$ cat config.mk
export PLATFORM = sky130hd
export DESIGN_NAME = jtag_rtck_sync
export DESIGN_NICKNAME = d
export VERILOG_FILES = /design/src/rtl/jtag_sync_pkg.sv /design/src/rtl/jtag_sync_cell.sv /design/src/rtl/jtag_rtck_sync.sv
export SDC_FILE = /design/constraint.sdc
export NUM_CORES = 1
export LEC_CHECK = 0
export BUFFER_PORTS_ARGS = -buffer_cell sky130_fd_sc_hd__buf_2
export CORE_ASPECT_RATIO = 0.9
export CORE_UTILIZATION = 52
export DETAILED_ROUTE_END_ITERATION = 16
export HOLD_SLACK_MARGIN = 0.12
export PLACE_DENSITY_LB_ADDON = 0.25
export SLEW_MARGIN = 20
export SYNTH_ARGS = -nofsm -noshare
export SYNTH_HDL_FRONTEND = slang
export SYNTH_HIERARCHICAL = 1
export SYNTH_SLANG_ARGS = --single-unit
$ cat constraint.sdc
create_clock -name clk_i -period 1.8 [get_ports clk_i]
set_input_delay 0.36 -clock clk_i [delete_from_list [all_inputs] [get_ports clk_i]]
set_output_delay 0.36 -clock clk_i [all_outputs]
set_load 0.01 [all_outputs]
$ cat src/rtl/jtag_sync_pkg.sv
// Shared types and parameter limits for the JTAG pad front-end.
// The RTCK FSM encoding lives here so checkers can decode the state.
package jtag_sync_pkg;

  typedef enum logic [1:0] {
    ST_IDLE  = 2'd0,
    ST_DELAY = 2'd1,
    ST_HOLD  = 2'd2
  } rtck_state_e;

  localparam int SYNC_MIN   = 2;
  localparam int SYNC_MAX   = 4;
  localparam int FILTER_MIN = 1;
  localparam int FILTER_MAX = 15;
  localparam int DELAY_MIN  = 0;
  localparam int DELAY_MAX  = 15;

  function automatic bit params_legal(input int sync_stages, input int filter_len,
                                      input int rtck_delay, input int timeout_w);
    return (sync_stages >= SYNC_MIN) && (sync_stages <= SYNC_MAX) &&
           (filter_len >= FILTER_MIN) && (filter_len <= FILTER_MAX) &&
           (rtck_delay >= DELAY_MIN) && (rtck_delay <= DELAY_MAX) &&
           (timeout_w >= 1);
  endfunction

endpackage

$ cat src/rtl/jtag_sync_cell.sv
// N-stage synchroniser; the async reset drives every stage to RST_VAL,
// which gives the async-assert / sync-release form when RST_VAL=1.
module jtag_sync_cell #(
  parameter int   STAGES  = 2,
  parameter logic RST_VAL = 1'b0
) (
  input  logic i_clk,
  input  logic i_arst,
  input  logic i_d,
  output logic o_q
);

  logic [STAGES-1:0] r_sync;

  always_ff @(posedge i_clk or posedge i_arst) begin
    if (i_arst) begin
      r_sync <= {STAGES{RST_VAL}};
    end else begin
      r_sync <= {r_sync[STAGES-2:0], i_d};
    end
  end

  assign o_q = r_sync[STAGES-1];

endmodule

$ cat src/rtl/jtag_rtck_sync.sv
// JTAG pad front-end: synchronises and deglitches the pads, emits TCK edge
// strobes to a clk_i-domain TAP and produces a throttleable return clock.
module jtag_rtck_sync
  import jtag_sync_pkg::*;
#(
  parameter int SYNC_STAGES = 2,
  parameter int FILTER_LEN  = 2,
  parameter int RTCK_DELAY  = 0,
  parameter int TIMEOUT_W   = 16
) (
  input  logic clk_i,
  input  logic rst_i,
  input  logic tck_i,
  input  logic tms_i,
  input  logic tdi_i,
  input  logic ntrst_i,
  input  logic stall_i,
  output logic tck_rise_o,
  output logic tck_fall_o,
  output logic tms_o,
  output logic tdi_o,
  output logic trst_o,
  output logic rtck_o,
  output logic glitch_o,
  output logic idle_o
);

  if (!params_legal(SYNC_STAGES, FILTER_LEN, RTCK_DELAY, TIMEOUT_W)) begin : g_bad_params
    $error("jtag_rtck_sync: parameter out of legal range");
  end

  localparam logic [4:0] FILT_LAST = 5'(FILTER_LEN);
  localparam logic [3:0] DLY_LOAD  = 4'((RTCK_DELAY > 0) ? RTCK_DELAY - 1 : 0);

  logic w_tck_s, w_tms_s, w_tdi_s, w_trst, w_trst_arst;
  logic w_diff, w_acc;

  logic                 r_tck_filt;
  logic [3:0]           r_filt_cnt;
  logic                 r_rise, r_fall, r_glitch;
  logic                 r_tms, r_tdi;
  logic                 r_rtck;
  rtck_state_e          r_state;
  logic [3:0]           r_dly_cnt;
  logic [TIMEOUT_W-1:0] r_idle_cnt;

  assign w_trst_arst = rst_i | ~ntrst_i;

  jtag_sync_cell #(.STAGES(SYNC_STAGES), .RST_VAL(1'b0)) u_sync_tck (
    .i_clk(clk_i), .i_arst(rst_i), .i_d(tck_i), .o_q(w_tck_s));
  jtag_sync_cell #(.STAGES(SYNC_STAGES), .RST_VAL(1'b0)) u_sync_tms (
    .i_clk(clk_i), .i_arst(rst_i), .i_d(tms_i), .o_q(w_tms_s));
  jtag_sync_cell #(.STAGES(SYNC_STAGES), .RST_VAL(1'b0)) u_sync_tdi (
    .i_clk(clk_i), .i_arst(rst_i), .i_d(tdi_i), .o_q(w_tdi_s));
  // Shifting zeros out of a set chain releases trst SYNC_STAGES cycles after ntrst rises.
  jtag_sync_cell #(.STAGES(SYNC_STAGES), .RST_VAL(1'b1)) u_sync_trst (
    .i_clk(clk_i), .i_arst(w_trst_arst), .i_d(1'b0), .o_q(w_trst));

  assign w_diff = w_tck_s ^ r_tck_filt;
  assign w_acc  = w_diff && (({1'b0, r_filt_cnt} + 5'd1) == FILT_LAST);

  always_ff @(posedge clk_i or posedge rst_i) begin
    if (rst_i) begin
      r_tck_filt <= 1'b0;
      r_filt_cnt <= 4'd0;
      r_rise     <= 1'b0;
      r_fall     <= 1'b0;
      r_glitch   <= 1'b0;
      r_tms      <= 1'b1;
      r_tdi      <= 1'b0;
    end else begin
      r_rise   <= w_acc & w_tck_s & ~w_trst;
      r_fall   <= w_acc & ~w_tck_s & ~w_trst;
      r_glitch <= ~w_diff & (r_filt_cnt != 4'd0);
      if (w_acc) begin
        r_tck_filt <= w_tck_s;
        r_filt_cnt <= 4'd0;
      end else if (w_diff) begin
        r_filt_cnt <= r_filt_cnt + 4'd1;
      end else begin
        r_filt_cnt <= 4'd0;
      end
      if (w_acc && w_tck_s && !w_trst) begin
        r_tms <= w_tms_s;
        r_tdi <= w_tdi_s;
      end
    end
  end

  // A newly accepted edge always restarts the FSM, so rtck settles to r_tck_filt.
  always_ff @(posedge clk_i or posedge rst_i) begin
    if (rst_i) begin
      r_state   <= ST_IDLE;
      r_dly_cnt <= 4'd0;
      r_rtck    <= 1'b0;
    end else if (w_acc) begin
      if (RTCK_DELAY > 0) begin
        r_state   <= ST_DELAY;
        r_dly_cnt <= DLY_LOAD;
      end else if (!stall_i) begin
        r_rtck  <= w_tck_s;
        r_state <= ST_IDLE;
      end else begin
        r_state <= ST_HOLD;
      end
    end else begin
      case (r_state)
        ST_DELAY: begin
          if (r_dly_cnt == 4'd0) begin
            if (!stall_i) begin
              r_rtck  <= r_tck_filt;
              r_state <= ST_IDLE;
            end else begin
              r_state <= ST_HOLD;
            end
          end else begin
            r_dly_cnt <= r_dly_cnt - 4'd1;
          end
        end
        ST_HOLD: begin
          if (!stall_i) begin
            r_rtck  <= r_tck_filt;
            r_state <= ST_IDLE;
          end
        end
        default: ;
      endcase
    end
  end

  always_ff @(posedge clk_i or posedge rst_i) begin
    if (rst_i) begin
      r_idle_cnt <= '0;
    end else if (w_acc) begin
      r_idle_cnt <= '0;
    end else if (r_idle_cnt != '1) begin
      r_idle_cnt <= r_idle_cnt + TIMEOUT_W'(1);
    end
  end

  assign tck_rise_o = r_rise;
  assign tck_fall_o = r_fall;
  assign glitch_o   = r_glitch;
  assign tms_o      = r_tms;
  assign tdi_o      = r_tdi;
  assign trst_o     = w_trst;
  assign rtck_o     = r_rtck;
  assign idle_o     = &r_idle_cnt;

endmodule

Word level (Yosys, flattened, before mapping):

Index checks and enable logic that the tools add are counted.

* logic and storage cells: 65
* register bits after elaboration: 41
* input bits: 7
* output and inout port bits: 8

* reductions and logical operators: 12
* bitwise gates (word level): 13
* $add $sub $neg: 4
* equal/unequal tests: 7
* muxes and demuxes: 14

Operators by type and width (count)
* $mux W16: 2
* $add A16 B1 Y16 const B: 1
* $ne A16 B16 Y1 const B: 1
* $reduce_and A16 Y1: 1
* $reduce_and A3 Y1: 3
* $mux W2: 4
* $mux W4: 2
* $ne A3 B3 Y1 const B: 2
* $not A1 Y1: 6
* $add A4 B1 Y5 const B: 1
* $and A1 B1 Y1: 5
* $eq A5 B2 Y1 const B: 1
* $add A4 B1 Y4 const B: 1
* $logic_not A4 Y1: 1
* $mux W1: 4
* $pmux W2 S2: 1
* $reduce_bool A4 Y1: 1
* $sub A4 B1 Y4 const B: 1
* $logic_and A1 B1 Y1: 3
* $reduce_bool A3 Y1: 1
* $eq A2 B1 Y1 const B: 1
* $eq A2 B2 Y1 const B: 1
* $ne A2 B2 Y1 const B: 1
* $pmux W1 S2: 1
* 4 further kinds: 4

Longest topological paths before layout:

* depth after elaboration: 5
* gate-level depth with buffers: 6
* depth with buffers taken out: 6

By module:

Netlist, hierarchy kept.

Modules (own cells, without submodules)
* jtag_rtck_sync: cells an instance 143, instances 1, area each 1458.9 um^2, sequential area each 701.9 um^2
* jtag_sync_cell (u_sync_tck ...): cells an instance 3, instances 3, area each 53.8 um^2, sequential area each 50.0 um^2
* jtag_sync_cell (u_sync_trst): cells an instance 3, instances 1, area each 56.3 um^2, sequential area each 52.6 um^2

Worst setup path after synthesis:

OpenSTA, ideal clock, no wires.

* path kind: reg2reg
* start point: register r_filt_cnt[1]
* end point: register r_tdi (netlist: tdi_o)
* buffers on the path: 0
* path slack: -99 ps
* data required time: 1675 ps
* cell stages (with the launch flop): 7
* arrival time: 1775 ps
* cells stage by stage: dfrtp_1 > inv_1 > ha_1 > nor2b_1 > o211ai_1 > or4b_1 > mux2_2

* longest elaborated chain between the ends: 5

Ends and longest elaborated chain
* start, declared: line jtag_rtck_sync.sv:39 `logic [3:0] r_filt_cnt;`
* start signal, assigned: line jtag_rtck_sync.sv:79 `r_filt_cnt <= r_filt_cnt + 4'd1;`
* $add A4 B1 Y5: line jtag_rtck_sync.sv:60 `assign w_acc = w_diff && (({1'b0, r_filt_cnt} + 5'd1) == FILT_LAST);`
* $eq A5 B2 Y1: line jtag_rtck_sync.sv:60
* $logic_and A1 B1 Y1: line jtag_rtck_sync.sv:60
* $logic_and A1 B1 Y1 (2 in series): line jtag_rtck_sync.sv:83 `if (w_acc && w_tck_s && !w_trst) begin`
* end signal, assigned: line jtag_rtck_sync.sv:85 `r_tdi <= w_tdi_s;`
* end, declared: line jtag_rtck_sync.sv:41 `logic r_tms, r_tdi;`

Every way passes these cells.
A chain may end at the register's enable or synchronous reset.

Worst setup path after layout:

* start point: register r_idle_cnt[10]
* end point: output idle_o

* longest elaborated chain between the ends: 1

Ends and longest elaborated chain
* start, declared: line jtag_rtck_sync.sv:45 `logic [TIMEOUT_W-1:0] r_idle_cnt;`
* start signal, assigned: line jtag_rtck_sync.sv:137 `r_idle_cnt <= r_idle_cnt + TIMEOUT_W'(1);`
* $reduce_and A16 Y1: line jtag_rtck_sync.sv:148 `assign idle_o = &r_idle_cnt;`
* end, declared: line jtag_rtck_sync.sv:25 `output logic idle_o`

Every way passes these cells.

==> summary.txt <==
status = complete, but fails checks
failing checks = setup timing
worst hold path class = input port to flop
Post-Syn Nets = 166
routed vias = 1417
Max Slew Vio Count = 0
ys async rst share = 1.00
vias in the first global route = 1510
GRT Total Usage = 0.264
Mapped Cells = 155
total core area = 3070 sq um
crit path time final = 1.87 ns
largest net degree at the start of global routing = 25
PwrDens = 1180 nW/um^2
layout cells sized above 1 = 0.407
MaxCap Viol Count = 0
drt total wl = 4000 um
Max VDD drop = 0.790 mV
Post-synth top flop = dfrtp_1
FF+latch count, synth = 36
CP Launch Type = flop
CTS root buf = clkbuf_4
FP Rows = 19
initial core utilization = 0.547
Final Hold Fails = 0
Top Usage Layer GRT = met2
CP Capture Type = primary output
dpl hpwl = 2530 um
met3 Usage GRT = 0.0581
R2R setup slack = -0.06 ns
Pleak = 1.05 nW
H-Tree Depth = 2
Worst-Skew Late Latency = 0.36 ns
die area = 3460 sq um
Final Skew = 0.0125 ns
DR DRC count = 0
Setup WS post-layout = -0.0742 ns
Post-DRT Antenna Nets = 0
Clock Pin Slew Worst Setup and Hold Paths = 0.12 ns
DR iter-0 viols = 72
# IOs = 15
RePlAce Congestion = 0.798
Worst EP required = 1.44 ns
RSZ-0062 raised after global routing = true
delay-heaviest family, CP = simple AND/OR/NAND/NOR gates
die width = 61.9 um
initial antenna violation count = 0
post-DR vias/cell = 5.65
post-synthesis cell area = 1680 sq um
port bufs = 14
Synth cell types = 42
Finished Core Util = 0.735
Setup Total Neg Slack = -0.169 ns
Max stage delay on crit path = 0.43 ns
P&R area growth vs syn = 34.5%
Congestion Overflow GR = 0
worst r2r dst = tdi_o
Setup crit end = idle_o
commonest non-fill, non-tap cells in the layout = dfrtp_1 (31), buf_4 (28), buf_2 (13)
maximum buffer depth of the clock tree = 2
Crit Path Max Fanout = 4
CTS Buf Count = 5
mean post-synth cell area = 10.8 sq um
Finish-stage setup viols = 3
Fmax = 534 MHz
most common cell after layout, fill and taps aside = dfrtp_1
Die Ht = 55.9 um
drt pass-1 iters = 4
sequential-to-total area share from yosys stat = 0.540
Synth Warn # = 6
met1 GRT Util = 0.339
number of clock sinks = 36
diodes inserted = 0
reg2reg path depth = 5
first-pass GRT wire length = 6620 um
CP arrival = 1.51 ns
Crit path depth = 5
routed len/inst = 15.9 um
critical-path cell list = nand3_2 > nor4_4 > nand2_4 > inv_2 > buf_6
number of synthesized flops with an enable pin = 0
met2 Resource Use GR = 0.416
Tcrit/Tclk final = 1.04
CTS tree = built
Nets = 219
worst path bufs/invs = 2
worst r2r src = r_filt_cnt[0]
WS Path Type = flop to primary output
Critical-path top delay cell = dfrtp_1
worst setup path start = r_idle_cnt[10]
synth_stat cells, types with 4 or more instances:
cell     count  area, sq um
nand3_1      9         45.0
o31ai_1      4         30.0
o21ai_0      6         30.0
or4_1        5         37.5
nand2_1     10         37.5
dfrtp_1     33          826
ha_1         4         50.1
inv_1       12         45.0
a21oi_1     12         60.1
nor4_1       4         25.0
nor2_1       8         30.0
xor2_1       4         35.0
power breakdown:
| part | internal [mW] | switching [mW] | leakage (nW) |
|---|---|---|---|
| Combinational | 0.472 | 0.484 | 0.556 |
| Sequential | 0.976 | 0.142 | 0.457 |
| Clock | 0.289 | 0.295 | 0.0412 |
| Total | 1.74 | 0.921 | 1.05 |
stage by stage:
step                      hold slack (ns)  area [sq um]  cells  total power [mW]  setup slack, ns
after floorplan                     0.101          1690    155              1.57          -0.0128
after global placement              0.240          1920    225              1.88           0.0308
after detailed placement            0.245          1920    225              1.93          -0.0283
after CTS                           0.227          2180    248              2.57          -0.0432
after global routing                0.228          2250    251              2.83           -0.150
final                               0.229          2250    251              2.66          -0.0742
registers in the layout, summed over array words and instances (netlist names), 2 cells and up:
signal and count:
u_sync_tdi/r_sync 2, u_sync_trst/r_sync 2, u_sync_tck/r_sync 2, u_sync_tms/r_sync 2, r_idle_cnt 16, r_filt_cnt 4
layer usage:
metal	vias to the layer above	wire length [um]
met5	-	0
li1	669	-
met2	36	2020
met1	699	1740
met4	0	107
met3	13	124
kinds of logic after synthesis:
group / after synthesis / share of synthesized area
AND/OR/NAND/NOR: 56 / 0.201
flip-flops: 36 / 0.540
AO/OA/AOI/OAI: 34 / 0.133
buffers and inverters: 14 / 0.0366
XOR/XNOR: 5 / 0.0261
multiplexers: 5 / 0.0321
adder cells (fa/ha/maj): 4 / 0.0299
other: 1 / 0.00224
how the worst min path moves through the flow:
stage            start                    to  slack, ns  cells past startpoint
2_1_floorplan    rst_i  u_sync_tck/r_sync[0]       0.10                      1
5_1_grt        stall_i            r_state[1]       0.23                      2
6_report       stall_i            r_state[1]       0.23                      2
4_1_cts        stall_i            r_state[1]       0.23                      2
3_5_place_dp     rst_i  u_sync_tdi/r_sync[1]       0.25                      2
3_3_place_gp     rst_i  u_sync_tdi/r_sync[0]       0.24                      2
final cells by class:
| type | instances | area (sq um) |
|---|---|---|
| Timing Repair Buffer | 48 | 348 |
| Fill cell | 220 | 812 |
| Tap cell | 42 | 52.6 |
| Multi-Input combinational cell | 105 | 822 |
| Clock inverter | 3 | 42.5 |
| Sequential cell | 36 | 907 |
| Clock buffer | 5 | 37.5 |
| Inverter | 12 | 45.0 |
repair_timing:
| action | 4_1_cts | 5_1_grt |
|---|---|---|
| gates resized for setup | 14 | 13 |
| endpoints found under the hold margin | 14 | 0 |
| pin swaps | 6 | 5 |
| buffers inserted | 10 | 3 |
| endpoints found under the setup margin | 4 | 15 |
| hold buffers | 5 | 0 |
No activity file was read; power rests on OpenSTA's default activity.
